[config.mk]
export PLATFORM = sky130hd
export DESIGN_NAME = pixel_stream_fifo
export DESIGN_NICKNAME = d
export VERILOG_FILES = /design/src/rtl/pixel_stream_pkg.sv /design/src/rtl/pixel_fifo_mem.sv /design/src/rtl/pixel_stream_fifo.sv
export SDC_FILE = /design/constraint.sdc
export NUM_CORES = 1
export LEC_CHECK = 0
export ABC_AREA = 1
export ABC_CLOCK_PERIOD_IN_PS = 5300
export BUFFER_PORTS_ARGS = -buffer_cell sky130_fd_sc_hd__buf_2
export CORE_ASPECT_RATIO = 0.8
export CORE_MARGIN = 3
export CORE_UTILIZATION = 25
export CTS_CLUSTER_DIAMETER = 120
export DETAILED_ROUTE_END_ITERATION = 16
export MAX_ROUTING_LAYER = met4
export PLACE_DENSITY = 0.41
export RECOVER_POWER = 25
export SLEW_MARGIN = 20
export SYNTH_ARGS = -nofsm -noshare
export SYNTH_HDL_FRONTEND = slang
export SYNTH_SLANG_ARGS = --single-unit
[constraint.sdc]
create_clock -name pclk -period 5.3 [get_ports pclk]
set_input_delay 1.06 -clock pclk [delete_from_list [all_inputs] [get_ports pclk]]
set_output_delay 1.06 -clock pclk [all_outputs]
set_load 0.01 [all_outputs]
[src/rtl/pixel_stream_pkg.sv]
`default_nettype none
// ============================================================================
// Module   : pixel_stream_pkg
// Brief    : Shared constants and types for the pixel stream FIFO.
// Revision : 1.0 - initial release
// ============================================================================
package pixel_stream_pkg;

    localparam int DEF_CHANNELS = 3;
    localparam int DEF_CH_W     = 8;

    // Positions of the timing bits inside the 3-bit field stored above the pixel
    localparam int HS_BIT = 0;
    localparam int VS_BIT = 1;
    localparam int DE_BIT = 2;

    typedef enum logic [1:0] {
        ST_RUN     = 2'd0,
        ST_WAIT_VS = 2'd1,
        ST_FLUSH   = 2'd2
    } resync_state_e;

endpackage
`default_nettype wire

[src/rtl/pixel_fifo_mem.sv]
`default_nettype none
// ============================================================================
// Module   : pixel_fifo_mem
// Brief    : Simple dual-port register array, synchronous write, async read.
// Revision : 1.0 - initial release
// ============================================================================
module pixel_fifo_mem
    import pixel_stream_pkg::*;
#(
    parameter int WIDTH = DEF_CHANNELS * DEF_CH_W + 3,
    parameter int DEPTH = 16
) (
    input  logic                     i_clk,
    input  logic                     i_we,
    input  logic [$clog2(DEPTH)-1:0] i_waddr,
    input  logic [WIDTH-1:0]         i_wdata,
    input  logic [$clog2(DEPTH)-1:0] i_raddr,
    output logic [WIDTH-1:0]         o_rdata
);

    logic [WIDTH-1:0] r_mem_q [DEPTH];

    always_ff @(posedge i_clk) begin
        if (i_we) begin
            r_mem_q[i_waddr] <= i_wdata;
        end
    end

    assign o_rdata = r_mem_q[i_raddr];

endmodule
`default_nettype wire

[src/rtl/pixel_stream_fifo.sv]
`default_nettype none
// ============================================================================
// Module   : pixel_stream_fifo
// Brief    : Show-ahead pixel FIFO carrying hsync/vsync/de with each pixel.
//            Define PIXEL_FIFO_RESYNC_EN to add the frame resync FSM.
// Revision : 1.0 - initial release
// ============================================================================
module pixel_stream_fifo
    import pixel_stream_pkg::*;
#(
    parameter int CHANNELS = DEF_CHANNELS,
    parameter int CH_W     = DEF_CH_W,
    parameter int DEPTH    = 16,
    parameter int AFULL_TH = DEPTH - 4
) (
    input  logic                       pclk,
    input  logic                       rstbtn_n,
    input  logic                       in_valid,
    input  logic [CHANNELS*CH_W-1:0]   in_pixel,
    input  logic                       in_hsync,
    input  logic                       in_vsync,
    input  logic                       in_de,
    output logic                       out_valid,
    input  logic                       out_ready,
    output logic [CHANNELS*CH_W-1:0]   out_pixel,
    output logic                       out_hsync,
    output logic                       out_vsync,
    output logic                       out_de,
    output logic [$clog2(DEPTH):0]     level,
    output logic                       almost_full,
    output logic                       overflow,
    input  logic                       clr_overflow
);

    localparam int c_PIX_W  = CHANNELS * CH_W;
    localparam int c_WORD_W = c_PIX_W + 3;
    localparam int c_ADDR_W = $clog2(DEPTH);
    localparam int c_PTR_W  = c_ADDR_W + 1;
    localparam int c_LVL_W  = c_ADDR_W + 1;
    localparam logic [c_LVL_W-1:0] c_AFULL = c_LVL_W'(AFULL_TH);

    logic [c_PTR_W-1:0]  r_wptr_q, w_wptr_d;
    logic [c_PTR_W-1:0]  r_rptr_q, w_rptr_d;
    logic [c_LVL_W-1:0]  r_level_q, w_level_d;
    logic                r_out_valid_q, w_out_valid_d;
    logic [c_WORD_W-1:0] r_out_word_q, w_out_word_d;
    logic                r_overflow_q, w_overflow_d;

    logic                w_full, w_pop, w_push, w_drop;
    logic                w_block, w_flush;
    logic                w_mem_we;
    logic [c_ADDR_W-1:0] w_mem_waddr, w_mem_raddr;
    logic [c_WORD_W-1:0] w_mem_wdata, w_mem_rdata;

    assign w_mem_wdata = {in_de, in_vsync, in_hsync, in_pixel};
    assign w_full      = (r_wptr_q[c_ADDR_W] != r_rptr_q[c_ADDR_W]) &&
                         (r_wptr_q[c_ADDR_W-1:0] == r_rptr_q[c_ADDR_W-1:0]);
    assign w_pop       = r_out_valid_q & out_ready;
    assign w_push      = in_valid & ~w_block & (~w_full | w_pop);
    assign w_drop      = in_valid & ~w_block & w_full & ~w_pop;

`ifdef PIXEL_FIFO_RESYNC_EN
    resync_state_e r_state_q, w_state_d;
    logic          r_prev_vs_q, w_prev_vs_d;
    logic          w_vs_rise;

    // Rising vsync is judged against the previous valid word, whatever the state
    assign w_vs_rise   = in_valid & in_vsync & ~r_prev_vs_q;
    assign w_prev_vs_d = in_valid ? in_vsync : r_prev_vs_q;
    assign w_block     = (r_state_q == ST_WAIT_VS);
    assign w_flush     = w_block & w_vs_rise;

    always_comb begin
        w_state_d = r_state_q;
        case (r_state_q)
            ST_RUN:     if (w_drop)    w_state_d = ST_WAIT_VS;
            ST_WAIT_VS: if (w_vs_rise) w_state_d = ST_FLUSH;
            ST_FLUSH:                  w_state_d = ST_RUN;
            default:                   w_state_d = ST_RUN;
        endcase
    end

    always_ff @(posedge pclk or negedge rstbtn_n) begin
        if (!rstbtn_n) begin
            r_state_q   <= ST_RUN;
            r_prev_vs_q <= 1'b0;
        end else begin
            r_state_q   <= w_state_d;
            r_prev_vs_q <= w_prev_vs_d;
        end
    end
`else
    assign w_block = 1'b0;
    assign w_flush = 1'b0;
`endif

    always_comb begin
        w_wptr_d      = r_wptr_q + c_PTR_W'(w_push);
        w_rptr_d      = r_rptr_q + c_PTR_W'(w_pop);
        w_level_d     = r_level_q + c_LVL_W'(w_push) - c_LVL_W'(w_pop);
        // Only words already stored before this edge may become the head next cycle
        w_out_valid_d = (r_level_q - c_LVL_W'(w_pop)) != '0;
        w_mem_we      = w_push;
        w_mem_waddr   = r_wptr_q[c_ADDR_W-1:0];
        w_overflow_d  = w_drop ? 1'b1 : (clr_overflow ? 1'b0 : r_overflow_q);
        // The vsync-rising word restarts the FIFO from entry 0
        if (w_flush) begin
            w_wptr_d      = c_PTR_W'(1);
            w_rptr_d      = '0;
            w_level_d     = c_LVL_W'(1);
            w_out_valid_d = 1'b0;
            w_mem_we      = 1'b1;
            w_mem_waddr   = '0;
        end
    end

    assign w_mem_raddr = w_rptr_d[c_ADDR_W-1:0];

    always_comb begin
        w_out_word_d = r_out_word_q;
        if (w_out_valid_d) begin
            w_out_word_d = w_mem_rdata;
        end
    end

    always_ff @(posedge pclk or negedge rstbtn_n) begin
        if (!rstbtn_n) begin
            r_wptr_q      <= '0;
            r_rptr_q      <= '0;
            r_level_q     <= '0;
            r_out_valid_q <= 1'b0;
            r_out_word_q  <= '0;
            r_overflow_q  <= 1'b0;
        end else begin
            r_wptr_q      <= w_wptr_d;
            r_rptr_q      <= w_rptr_d;
            r_level_q     <= w_level_d;
            r_out_valid_q <= w_out_valid_d;
            r_out_word_q  <= w_out_word_d;
            r_overflow_q  <= w_overflow_d;
        end
    end

    pixel_fifo_mem #(
        .WIDTH (c_WORD_W),
        .DEPTH (DEPTH)
    ) u_mem (
        .i_clk   (pclk),
        .i_we    (w_mem_we),
        .i_waddr (w_mem_waddr),
        .i_wdata (w_mem_wdata),
        .i_raddr (w_mem_raddr),
        .o_rdata (w_mem_rdata)
    );

    assign out_valid   = r_out_valid_q;
    assign out_pixel   = r_out_word_q[c_PIX_W-1:0];
    assign out_hsync   = r_out_word_q[c_PIX_W + HS_BIT];
    assign out_vsync   = r_out_word_q[c_PIX_W + VS_BIT];
    assign out_de      = r_out_word_q[c_PIX_W + DE_BIT];
    assign level       = r_level_q;
    assign almost_full = (r_level_q >= c_AFULL);
    assign overflow    = r_overflow_q;

endmodule
`default_nettype wire

==> PnR_summary.wiki, run 1 <==
{| class="wikitable"
! Metric !! Value
|-
| Worst slack, placed || approximately 1.5 ns
|-
| Mux share of post-synthesis cell area || 0%
|-
| Final Worst Setup Slack || 2.166 ns
|-
| Path type of the worst setup path || in2reg
|-
| Buffers inserted by post-CTS timing repair || 0
|-
| Weighted congestion reported at the end of routability-driven placement || ~0.71
|-
| Post-synthesis share of cell area spent on full adders, half adders and majority gates || 1.008%
|-
| Required time worst endpoint || 5.82 ns
|-
| Number of nets produced by synthesis || 1,703
|-
| Sink Count || roughly 480
|-
| Crit path max-delay cell type || sky130_fd_sc_hd__ha_4
|-
| Final-layout setup total negative slack || 0 ns
|-
| Synth Area in Compound Gates || 0.1874%
|-
| Die Footprint || 0.08087 mm2
|-
| Hold violation total from the final report || 0
|-
| CP dominant cell by count || sky130_fd_sc_hd__nand2_1
|-
| Dominant cell type by area after synthesis || sky130_fd_sc_hd__edfxtp_1
|-
| Maxcap violations || 0
|-
| Combinational family with the most area after synthesis || simple AND/OR/NAND/NOR gates
|-
| H-tree levels || 2
|-
| Leakage power figure || roughly 8.3 nW
|-
| Mean cell area of the mapped netlist || 11.70 um2
|-
| Share of the core filled with cells || about 30%
|-
| Resized cells post-CTS || 0
|-
| Number of buffers inserted by port buffering || 66
|-
| Pin count of the biggest net entering global routing || 218
|-
| Most frequent standard cell in the layout excluding fill and tap cells || sky130_fd_sc_hd__nand2_1
|-
| Clock tree from TritonCTS || built
|-
| Maximum buffer depth of the clock tree || 3
|-
| Startpoint kind of the worst setup timing path || input pin
|-
| Number of global-route vias before repair || 12,265
|-
| Worst-path maximum fanout || 52
|-
| Post-synthesis instance area || 0.01937 mm2
|-
| Cell breakdown of the critical path || buf_2, nand2_1, inv_1, ha_4, ha_4, clkinv_2, buf_4, nand3_1, nand3_1, nand2_1, nand2_1, nand2_1, nand2_1, nand2_1
|-
| Total design power || around 14 mW
|-
| Layout Nets || 1,766
|-
| RSZ-0062 raised after global routing || no
|-
| Clk slew on worst S/H paths || 0.06 ns
|-
| Hold buffers post-CTS || 0
|-
| Run status || complete, no violations
|-
| Number of buffers inserted during clock tree synthesis || 49
|-
| Highest clock rate || 319.0 MHz
|-
| Length of the first detailed-routing pass in iterations || 5
|-
| Core area || approximately 0.076 mm2
|-
| CP bufs+invs || 4
|-
| Total setup violations reported at the end of the flow || 0
|-
| Number of design rule violations left after detail routing || 0
|-
| FILL cells || approximately 7,900
|-
| Clk root buf || sky130_fd_sc_hd__clkbuf_16
|-
| Number of distinct library cells after synthesis || 29
|-
| Syn Inst Count || 1,656
|-
| Remaining antenna violation count after routing || 0
|-
| Remaining Overflow, GRT || 0
|-
| Final min period || 3.134 ns
|-
| Top cell type's share of synthesized area || 66.98%
|-
| Most area-consuming cells after synthesis || sky130_fd_sc_hd__edfxtp_1 (67%), sky130_fd_sc_hd__nand2_1 (12%), sky130_fd_sc_hd__nand3_1 (9.2%)
|-
| Post-Route WL || 57,930 um
|-
| Synth Register Bits || 476
|-
| Cell class contributing the biggest share of worst-path delay || buffers and inverters
|-
| Sequential Area || 0.01407 mm2
|-
| Hold Crit Class || reg2reg
|-
| Slew of the pin with the lowest slew margin || 1.010 ns
|-
| Horizontal die dimension || 317.2 um
|-
| Worst Skew || 0.01677 ns
|-
| Cell area power density || a little over 600 mW/mm2
|-
| Sort of element at the end of the critical path || flip-flop
|-
| Rel. slew slack || 32.69%
|-
| Violation count after the first detailed-routing iteration || between 1,000 and 1,500
|-
| Antenna violations before repair || 4
|-
| WL/cell || ~21 um
|-
| Area used by multi-input combinational logic || 0.004838 mm2
|-
| HPWL Detailed || roughly 30,000 um
|-
| Synth Area in Simple Gates || around 23%
|-
| Met2 track utilization from global routing || 21.96%
|-
| Routed vias/inst || 4.483
|-
| Met3 usage in global routing || under 10%
|-
| Synthesized-area fraction occupied by xor and xnor cells || 0.5491%
|-
| Most congested layer reported by global routing || met2
|-
| Slowest Stage Delay on Critical Path || around 0.5 ns
|-
| Post-synthesis to final-layout area growth || 16.40%
|-
| I/O Pins || 67
|-
| First-pass GRT wire length || roughly 85,000 um
|-
| Final worst-path cycle share || a little under 60%
|-
| Clock latency on the worst-skew pair || 0.59 ns
|-
| Starting Density || 25.44%
|-
| Max-slew violation total from the final report || 0
|-
| Number of warnings issued by yosys || 0
|-
| Post-synthesis sequential area ratio || 72.67%
|-
| Ratio of cells with drive above 1 in the final layout || 11.20%
|-
| Number of standard-cell rows in the floorplan || 90
|-
| Die height || 255.0 um
|-
| IR Drop Worst-Case VDD || roughly 450 uV
|-
| Met1 Track Usage GR || about a fifth
|-
| Commonest cells after routing, fill and taps aside || sky130_fd_sc_hd__nand2_1 (630), sky130_fd_sc_hd__edfxtp_1 (432), sky130_fd_sc_hd__nand3_1 (356)
|-
| Worst endpoint data arrival time || 3.66 ns
|-
| Via count || 12,441
|-
| GRT Resource Usage Total || roughly 15%
|}
## per-layer routing
metal | up-vias | wire [um]
li1 | 5892 | -
met1 | 6220 | 28670
met2 | 261 | 25650
met3 | 68 | 2721
met4 | 0 | 882
met5 | - | 0
## stage by stage
stage,hold WS (ns),std cells,cell area (um2)
floorplan,0.4634,1656,19370
global placement,0.4891,2679,21010
detailed placement,0.4842,2679,21010
CTS,0.5009,2770,22530
global route,0.5167,2775,22540
finish,0.5041,2775,22540
## sequential cells by signal, indices dropped and copies added, names as in the netlist
signal / flops
u_mem.r_mem_q: 432
r_out_word_q: 27
level: 5
r_rptr_q: 5
r_wptr_q: 5
out_valid: 1
overflow: 1
## final timing paths
check                      cells past startpoint  slack (ns)         from               end
max                                           14        2.17    out_ready  r_out_word_q[14]
min                                            1        0.50  r_rptr_q[4]       r_rptr_q[4]
max reg2reg                                   13        2.36    out_valid  r_out_word_q[14]
min reg2reg                                    1        0.50  r_rptr_q[4]       r_rptr_q[4]
max in group asynchronous                      2        4.07     rstbtn_n   r_out_word_q[1]
min in group asynchronous                      2        0.62     rstbtn_n   r_out_word_q[3]
## area by class of cell
class / instances / area share [%]
Timing Repair Buffer: 105 / 3.258
Antenna cell: 4 / 0.04440
Inverter: 24 / 0.4385
Tap cell: 1012 / 5.617
Clock inverter: 24 / 0.6993
Multi-Input combinational cell: 1063 / 21.46
Clock buffer: 67 / 6.055
Sequential cell: 476 / 62.43
## power by group
part	switching [mW]	internal (mW)	leakage, nW
Clock	1.47	1.85	0.747
Combinational	4.13	1.65	3.15
Sequential	0.233	4.65	4.43
Total	5.83	8.15	8.33
## logic make-up after synthesis
kind of cell    count (synthesis)
buf+inv                       117
compound gates                  7
xor+xnor                       10
flops                         476
simple gates                 1031
fa+ha+maj                      15
## Yosys cell counts
cell                       number
sky130_fd_sc_hd__nand2_1      630
sky130_fd_sc_hd__edfxtp_1     432
sky130_fd_sc_hd__nand3_1      356
sky130_fd_sc_hd__buf_2         51
sky130_fd_sc_hd__dfrtp_1       44
sky130_fd_sc_hd__clkbuf_1      24
sky130_fd_sc_hd__inv_1         18
sky130_fd_sc_hd__nor3_1        17
sky130_fd_sc_hd__ha_1          14
sky130_fd_sc_hd__nand2_2       11
sky130_fd_sc_hd__nor2_1        11
sky130_fd_sc_hd__buf_4         10
sky130_fd_sc_hd__buf_1          6
sky130_fd_sc_hd__xor2_1         6
sky130_fd_sc_hd__a21oi_1        5
sky130_fd_sc_hd__inv_2          3
sky130_fd_sc_hd__xnor2_1        3
sky130_fd_sc_hd__buf_6          2
sky130_fd_sc_hd__inv_4          2
sky130_fd_sc_hd__nand3_2        2
sky130_fd_sc_hd__and2_1         1
sky130_fd_sc_hd__clkinv_1       1
sky130_fd_sc_hd__fa_1           1
sky130_fd_sc_hd__nor2_2         1
sky130_fd_sc_hd__nor2_4         1
sky130_fd_sc_hd__nor3_2         1
sky130_fd_sc_hd__o21ai_0        1
sky130_fd_sc_hd__o22ai_1        1
sky130_fd_sc_hd__xor2_4         1
Note: power is estimated with default switching activity, not from simulation.
==> run 2, diff against run 1 <==
ABC_CLOCK_PERIOD_IN_PS = 2500   (was 5300)
PLACE_DENSITY = 0.42   (was 0.41)
clock period = 2.5 ns   (was 5.3 ns; I/O delays follow)
==> PnR_summary.wiki, run 2 (same netlist as run 1, synthesis figures left out) <==
{| class="wikitable"
! Metric !! Value
|-
| Clk root buf || sky130_fd_sc_hd__clkbuf_16 (unchanged)
|-
| Post-Route WL || 58,090 um (was 57,930 um)
|-
| Placed Cells || 2,765 (was 2,679)
|-
| I/O Pins || 67 (unchanged)
|-
| Length of the first detailed-routing pass in iterations || 5 (unchanged)
|-
| Remaining antenna violation count after routing || 0 (unchanged)
|-
| Slew of the pin with the lowest slew margin || 1.062 ns (was 1.010 ns)
|-
| Rel. slew slack || 28.96% (was 32.69%)
|-
| Worst reg2reg setup slack || 0.12 ns (was 2.36 ns)
|-
| Number of global-route vias before repair || 12,381 (was 12,265)
|-
| Layout Nets || 1,853 (was 1,766)
|-
| Max-slew violation total from the final report || 0 (unchanged)
|-
| Clock tree from TritonCTS || built (unchanged)
|-
| Remaining Overflow, GRT || 0 (unchanged)
|-
| Number of standard-cell rows in the floorplan || 90 (unchanged)
|-
| Total setup violations reported at the end of the flow || 0 (unchanged)
|-
| Die Footprint || 0.08087 mm2 (unchanged)
|-
| Run status || complete, no violations (unchanged)
|-
| Core area || 0.07612 mm2 (unchanged)
|-
| Source of the worst register-to-register timing path || r_rptr_q[0] (was out_valid)
|-
| End of the worst register-to-register path || u_mem.r_mem_q[6][3] (was r_out_word_q[14])
|-
| Commonest cells after routing, fill and taps aside || sky130_fd_sc_hd__nand2_1 (630), sky130_fd_sc_hd__edfxtp_1 (432), sky130_fd_sc_hd__nand3_1 (356) (unchanged)
|-
| WL/cell || 20.30 um (was 20.87 um)
|-
| Cell breakdown of the critical path || inv_1, o21ai_0, nor2_1, nand3_1, nand2_2, buf_4, nor3_4, buf_4 (was buf_2, nand2_1, inv_1, ha_4, ha_4, clkinv_2, buf_4, nand3_1, nand3_1, nand2_1, nand2_1, nand2_1, nand2_1, nand2_1)
|-
| Worst endpoint data arrival time || 2.68 ns (was 3.66 ns)
|-
| Final-layout setup total negative slack || 0 ns (unchanged)
|-
| Crit path max-delay cell type || sky130_fd_sc_hd__nor3_4 (was sky130_fd_sc_hd__ha_4)
|-
| Timing endpoint of the critical path || u_mem.r_mem_q[6][3] (was r_out_word_q[14])
|-
| Die height || 255.0 um (unchanged)
|-
| Top Registers || u_mem.r_mem_q (432), r_out_word_q (27) (unchanged)
|-
| Weighted congestion reported at the end of routability-driven placement || 0.7352 (was 0.7127)
|-
| GRT Resource Usage Total || 14.81% (was 14.73%)
|-
| Final cell count without fillers || 2,862 (was 2,775)
|-
| Maximum buffer depth of the clock tree || 3 (unchanged)
|-
| Worst Skew || 0.02759 ns (was 0.01677 ns)
|-
| Maxcap violations || 0 (unchanged)
|-
| Cell area power density || 1366 mW/mm2 (was 620.4 mW/mm2)
|-
| Number of buffers inserted during clock tree synthesis || 49 (unchanged)
|-
| Top register by number of flip-flops || u_mem.r_mem_q (unchanged)
|-
| Share of the core filled with cells || 31.24% (was 29.62%)
|-
| CP dominant cell by count || sky130_fd_sc_hd__buf_4 (was sky130_fd_sc_hd__nand2_1)
|-
| Worst-path maximum fanout || 11 (was 52)
|-
| HPWL Detailed || 33,010 um (was 29,770 um)
|-
| Post-synthesis to final-layout area growth || 22.80% (was 16.40%)
|-
| Required time worst endpoint || 2.80 ns (was 5.82 ns)
|-
| Sink Count || 476 (unchanged)
|-
| Highest clock rate || 420.3 MHz
|-
| Hold Crit Class || in2reg (was reg2reg)
|-
| Routed vias/inst || 4.465 (was 4.483)
|-
| IR Drop Worst-Case VDD || 690.3 uV (was 448.1 uV)
|-
| Resized cells post-CTS || 0 (unchanged)
|-
| Horizontal die dimension || 317.2 um (unchanged)
|-
| Leakage power figure || 8.968 nW (was 8.328 nW)
|-
| Most frequent standard cell in the layout excluding fill and tap cells || sky130_fd_sc_hd__nand2_1 (unchanged)
|-
| Clk slew on worst S/H paths || 0.06 ns (about the same)
|-
| Slowest Stage Delay on Critical Path || 0.80 ns (was 0.50 ns)
|-
| Number of flip-flops under the largest register name || 432 (unchanged)
|-
| H-tree levels || 2 (unchanged)
|-
| Violation count after the first detailed-routing iteration || 978 (was 1,209)
|-
| Sort of element at the end of the critical path || flip-flop (unchanged)
|-
| Antenna violations before repair || 5 (was 4)
|-
| RSZ-0062 raised after global routing || no (unchanged)
|-
| Via count || 12,780 (was 12,441)
|-
| Worst slack, placed || -0.08835 ns (was 1.516 ns)
|-
| Number of design rule violations left after detail routing || 0 (unchanged)
|-
| Final Worst Setup Slack || 0.1210 ns (was 2.166 ns)
|-
| Clock latency on the worst-skew pair || 0.61 ns (was 0.59 ns)
|-
| Final worst-path cycle share || a little over nine tenths
|-
| Final min period || between 2 and 2.5 ns
|-
| Pin count of the biggest net entering global routing || 51 (was 218)
|-
| Startpoint kind of the worst setup timing path || flip-flop (was input pin)
|-
| Number of buffers inserted by port buffering || 66 (unchanged)
|-
| Launch point of the critical path || r_rptr_q[0] (was out_ready)
|-
| First-pass GRT wire length || 85,250 um (was 85,290 um)
|-
| Ratio of cells with drive above 1 in the final layout || 15.28% (was 11.20%)
|-
| Hold violation total from the final report || 0 (unchanged)
|-
| Starting Density || 25.44% (unchanged)
|-
| Worst r2r path cells || 8 (was 13)
|-
| Total design power || 32.49 mW (was 13.99 mW)
|-
| Path type of the worst setup path || reg2reg (was in2reg)
|}
-- run 2: changes by cell type in the layout (fill, tap and decap cells not counted), moves of 2 or more --
cell / change
sky130_fd_sc_hd__clkinvlp_4: +3
sky130_fd_sc_hd__buf_12: +33
sky130_fd_sc_hd__bufinv_16: +7
sky130_fd_sc_hd__clkbuf_8: -4
sky130_fd_sc_hd__clkinv_4: -2
sky130_fd_sc_hd__clkinv_2: -4
sky130_fd_sc_hd__nor3_4: +8
sky130_fd_sc_hd__buf_2: -2
sky130_fd_sc_hd__buf_4: +54
sky130_fd_sc_hd__nor3_2: -8
-- run 2: what timing repair did --
item                                   4_1_cts  5_1_grt
setup endpoints to repair                    0        1
endpoints found under the hold margin       14        0
hold buffers                                 1        0
setup buffers                                0        1
-- run 2: layer usage --
| metal | wire length, um | track usage (%) |
|---|---|---|
| met1 | 28330 | 20.96 |
| met2 | 25930 | 22.39 |
| met3 | 2773 | 2.388 |
| met4 | 1047 | 3.350 |
| met5 | 0 | - |
-- run 2: layout make-up --
cell class / instances / area [um2]
fill: 7745 / 52340
sequential: 476 / 14070
multi-input combinational: 1063 / 4888
timing repair buffer: 192 / 1780
clock buffer: 61 / 1303
tap: 1012 / 1266
clock inverter: 30 / 361.6
inverter: 24 / 100.1
antenna: 4 / 10.01
-- run 2: per-stage QoR --
stage / hold WS [ns] / cell area [um2]
global placement: 0.4863 / 22120
global route: 0.09747 / 23780
floorplan: 0.2044 / 19460
finish: 0.1031 / 23780
detailed placement: 0.4883 / 22120
CTS: 0.07077 / 23790
-- run 2: power by group --
group          switching (mW)  internal, mW
registers               0.399          9.85
clock network            3.18          4.52
logic                    9.22          5.32
total                    12.8          19.7
-- run 2: worst min-delay path by stage --
stage | from | slack [ns] | end | depth (start not counted)
detailed placement | r_out_word_q[3] | 0.49 | r_out_word_q[3] | 2
finish | clr_overflow | 0.10 | overflow | 2
global route | clr_overflow | 0.1 | overflow | 2
CTS | clr_overflow | 0.07 | overflow | 2
global placement | r_rptr_q[4] | 0.49 | r_rptr_q[4] | 1
floorplan | rstbtn_n | 0.20 | level[0] | 0
-- run 2: critical path: cells and delay by family (launching register included) --
family	cells	cell delay, ns
compound gates	1	0.15
simple gates	4	1.04
buf+inv	3	0.50
flops	1	0.40
==> run 3, diff against run 2 <==
CTS_BUF_LIST = sky130_fd_sc_hd__clkbuf_16   (was not set)
==> PnR_summary.wiki, run 3 (same netlist as run 1, synthesis figures left out) <==
{| class="wikitable"
! Metric !! Value
|-
| Run status || complete, no violations (unchanged)
|-
| Sink Count || 476 (unchanged)
|-
| Cell area power density || 1364 mW/mm2 (was 1366 mW/mm2)
|-
| Slowest Stage Delay on Critical Path || 0.80 ns (about the same)
|-
| Clk root buf || sky130_fd_sc_hd__clkbuf_16 (unchanged)
|-
| Remaining antenna violation count after routing || 0 (unchanged)
|-
| Die Footprint || 0.08087 mm2 (unchanged)
|-
| Maximum buffer depth of the clock tree || 3 (unchanged)
|-
| Weighted congestion reported at the end of routability-driven placement || 0.7352 (unchanged)
|-
| Die height || 255.0 um (unchanged)
|-
| Layout Nets || 1,853 (unchanged)
|-
| Slew of the pin with the lowest slew margin || 1.062 ns (about the same)
|-
| Clk slew on worst S/H paths || 0.06 ns (about the same)
|-
| Final-layout setup total negative slack || 0 ns (unchanged)
|-
| HPWL Detailed || 33,010 um (unchanged)
|-
| Sort of element at the end of the critical path || flip-flop (unchanged)
|-
| Sequential share of power || 31.6% (was 31.5%)
|-
| Commonest cells after routing, fill and taps aside || sky130_fd_sc_hd__nand2_1 (630), sky130_fd_sc_hd__edfxtp_1 (432), sky130_fd_sc_hd__nand3_1 (356) (unchanged)
|-
| Sequential Area || 0.01407 mm2 (unchanged)
|-
| Total design power || 32.42 mW (was 32.49 mW)
|-
| Clk network pwr share || 23.5% (was 23.7%)
|-
| Met1 Track Usage GR || 20.96% (unchanged)
|-
| Hold Crit Class || in2reg (unchanged)
|-
| Final min period || 2.379 ns (about the same)
|-
| Required time worst endpoint || 2.80 ns (about the same)
|-
| Top Registers || u_mem.r_mem_q (432), r_out_word_q (27) (unchanged)
|-
| Placed Cells || 2,765 (unchanged)
|-
| Pin count of the biggest net entering global routing || 51 (unchanged)
|-
| I/O Pins || 67 (unchanged)
|-
| Number of standard-cell rows in the floorplan || 90 (unchanged)
|-
| H-tree levels || 2 (unchanged)
|-
| Starting Density || 25.44% (unchanged)
|-
| WL/cell || 20.31 um (was 20.30 um)
|-
| Top register by number of flip-flops || u_mem.r_mem_q (unchanged)
|-
| Ratio of cells with drive above 1 in the final layout || 15.22% (was 15.28%)
|-
| Share of the core filled with cells || 31.23% (was 31.24%)
|-
| CP bufs+invs || 3 (unchanged)
|-
| Crit path max-delay cell type || sky130_fd_sc_hd__nor3_4 (unchanged)
|-
| Remaining Overflow, GRT || 0 (unchanged)
|-
| Core area || 0.07612 mm2 (unchanged)
|-
| Clock latency on the worst-skew pair || 0.60 ns (was 0.61 ns)
|-
| Horizontal die dimension || 317.2 um (unchanged)
|-
| Final worst-path cycle share || 95.17% (was 95.16%)
|-
| Worst-path maximum fanout || 11 (unchanged)
|-
| Violation count after the first detailed-routing iteration || 988 (was 978)
|-
| Sw Pwr || 12.80 mW (was 12.79 mW)
|-
| Worst slack, placed || -0.08835 ns (unchanged)
|-
| Startpoint kind of the worst setup timing path || flip-flop (unchanged)
|-
| Most congested layer reported by global routing || met2 (unchanged)
|-
| Cell breakdown of the critical path || inv_1, o21ai_0, nor2_1, nand3_1, nand2_2, buf_4, nor3_4, buf_4 (unchanged)
|-
| Number of buffers inserted by port buffering || 66 (unchanged)
|-
| Post-Route WL || 58,120 um (was 58,090 um)
|-
| Combinational share of power || 44.9% (was 44.8%)
|-
| Antenna violations before repair || 5 (unchanged)
|-
| RSZ-0062 raised after global routing || no (unchanged)
|-
| Final cell count without fillers || 2,861 (was 2,862)
|-
| GRT Resource Usage Total || 14.81% (unchanged)
|-
| Hold violation total from the final report || 0 (unchanged)
|-
| Max-slew violation total from the final report || 0 (unchanged)
|-
| Met2 track utilization from global routing || 22.39% (unchanged)
|-
| Routed vias/inst || 4.468 (was 4.465)
|-
| Cell class contributing the biggest share of worst-path delay || simple AND/OR/NAND/NOR gates (unchanged)
|-
| Number of buffers inserted during clock tree synthesis || 49 (unchanged)
|-
| Post-synthesis to final-layout area growth || 22.73% (was 22.80%)
|-
| Maxcap violations || 0 (unchanged)
|-
| Total setup violations reported at the end of the flow || 0 (unchanged)
|-
| Clock tree from TritonCTS || built (unchanged)
|-
| Number of flip-flops under the largest register name || 432 (unchanged)
|-
| Worst endpoint data arrival time || 2.68 ns (about the same)
|-
| Via count || 12,782 (was 12,780)
|-
| IR Drop Worst-Case VDD || 690.9 uV (was 690.3 uV)
|-
| Cell internal power dissipation || 19.62 mW (was 19.69 mW)
|-
| Final Worst Setup Slack || 0.1207 ns (was 0.1210 ns)
|-
| Leakage power figure || 9.004 nW (was 8.968 nW)
|-
| FILL cells || 7,746 (was 7,745)
|-
| Switching fraction of total power || 39.48% (was 39.38%)
|-
| Length of the first detailed-routing pass in iterations || 5 (unchanged)
|-
| Area used by multi-input combinational logic || 0.004888 mm2 (unchanged)
|-
| Rel. slew slack || 28.97% (was 28.96%)
|-
| Highest clock rate || 420.3 MHz (about the same)
|-
| Worst Skew || 0.02594 ns (was 0.02759 ns)
|-
| Met3 usage in global routing || 2.388% (unchanged)
|-
| Most frequent standard cell in the layout excluding fill and tap cells || sky130_fd_sc_hd__nand2_1 (unchanged)
|-
| First-pass GRT wire length || 85,250 um (unchanged)
|-
| Worst reg2reg setup slack || 0.12 ns (about the same)
|-
| Path type of the worst setup path || reg2reg (unchanged)
|-
| Number of design rule violations left after detail routing || 0 (unchanged)
|-
| Number of global-route vias before repair || 12,381 (unchanged)
|-
| CP dominant cell by count || sky130_fd_sc_hd__buf_4 (unchanged)
|}
run 3: changes by cell type in the layout (fill, tap and decap cells not counted), sizes merged:
| cell | delta |
|---|---|
| diode | -1 |
| inv | +10 |
| clkbuf | -11 |
| clkinv | +1 |
run 3: stage by stage:
step | instance area (um2) | hold slack, ns
detailed placement | 22120 | 0.4883
global placement | 22120 | 0.4863
global route | 23770 | 0.09747
CTS | 23780 | 0.07077
floorplan | 19460 | 0.2044
finish | 23770 | 0.1033
run 3: worst register-to-register path, stage by stage, from the launching register on:
cell and delay (ns):
sky130_fd_sc_hd__dfrtp_1 0.40, sky130_fd_sc_hd__inv_1 0.06, sky130_fd_sc_hd__o21ai_0 0.15, sky130_fd_sc_hd__nor2_1 0.06, sky130_fd_sc_hd__nand3_1 0.10, sky130_fd_sc_hd__nand2_2 0.08
sky130_fd_sc_hd__buf_4 0.16, sky130_fd_sc_hd__nor3_4 0.80, sky130_fd_sc_hd__buf_4 0.29
run 3: final timing paths:
path / from / to / depth (start not counted)
min in group asynchronous: rstbtn_n / r_out_word_q[6] / 2
worst max register to register: r_rptr_q[0] / u_mem.r_mem_q[6][3] / 8
worst min-delay path: clr_overflow / overflow / 2
worst min register to register: r_out_word_q[3] / r_out_word_q[3] / 2
worst max-delay path: r_rptr_q[0] / u_mem.r_mem_q[6][3] / 8
max in group asynchronous: rstbtn_n / r_out_word_q[20] / 3
run 3: power by group through the flow:
stage          Clock (mW)  Combinational (mW)  Sequential [mW]
4_1_cts              7.84                14.8             10.3
6_report             7.63                14.5             10.2
3_3_place_gp            0                14.7             10.4
2_1_floorplan           0                8.16             10.5
3_5_place_dp            0                14.7             10.4
5_1_grt              8.18                16.2             10.3
run 3: layout make-up:
class	count	share of cell area, %
Timing Repair Buffer	192	7.490
Clock buffer	50	5.264
Tap cell	1012	5.327
Clock inverter	41	1.695
Multi-Input combinational cell	1063	20.57
Inverter	24	0.4211
Sequential cell	476	59.21
Antenna cell	3	0.03158
run 3: routing by layer:
| layer | vias up | part of all wire [%] |
|---|---|---|
| met2 | 274 | 44 |
| met1 | 6357 | 49 |
| met4 | 0 | 1.8 |
| li1 | 6067 | - |
| met5 | - | 0 |
| met3 | 84 | 4.6 |
run 3: timing repair:
action / CTS / global route
gates resized for setup: 0 / 0
hold buffers: 1 / 0
buffers inserted: 0 / 1
setup endpoints to repair: 0 / 1
endpoints found under the hold margin: 14 / 0
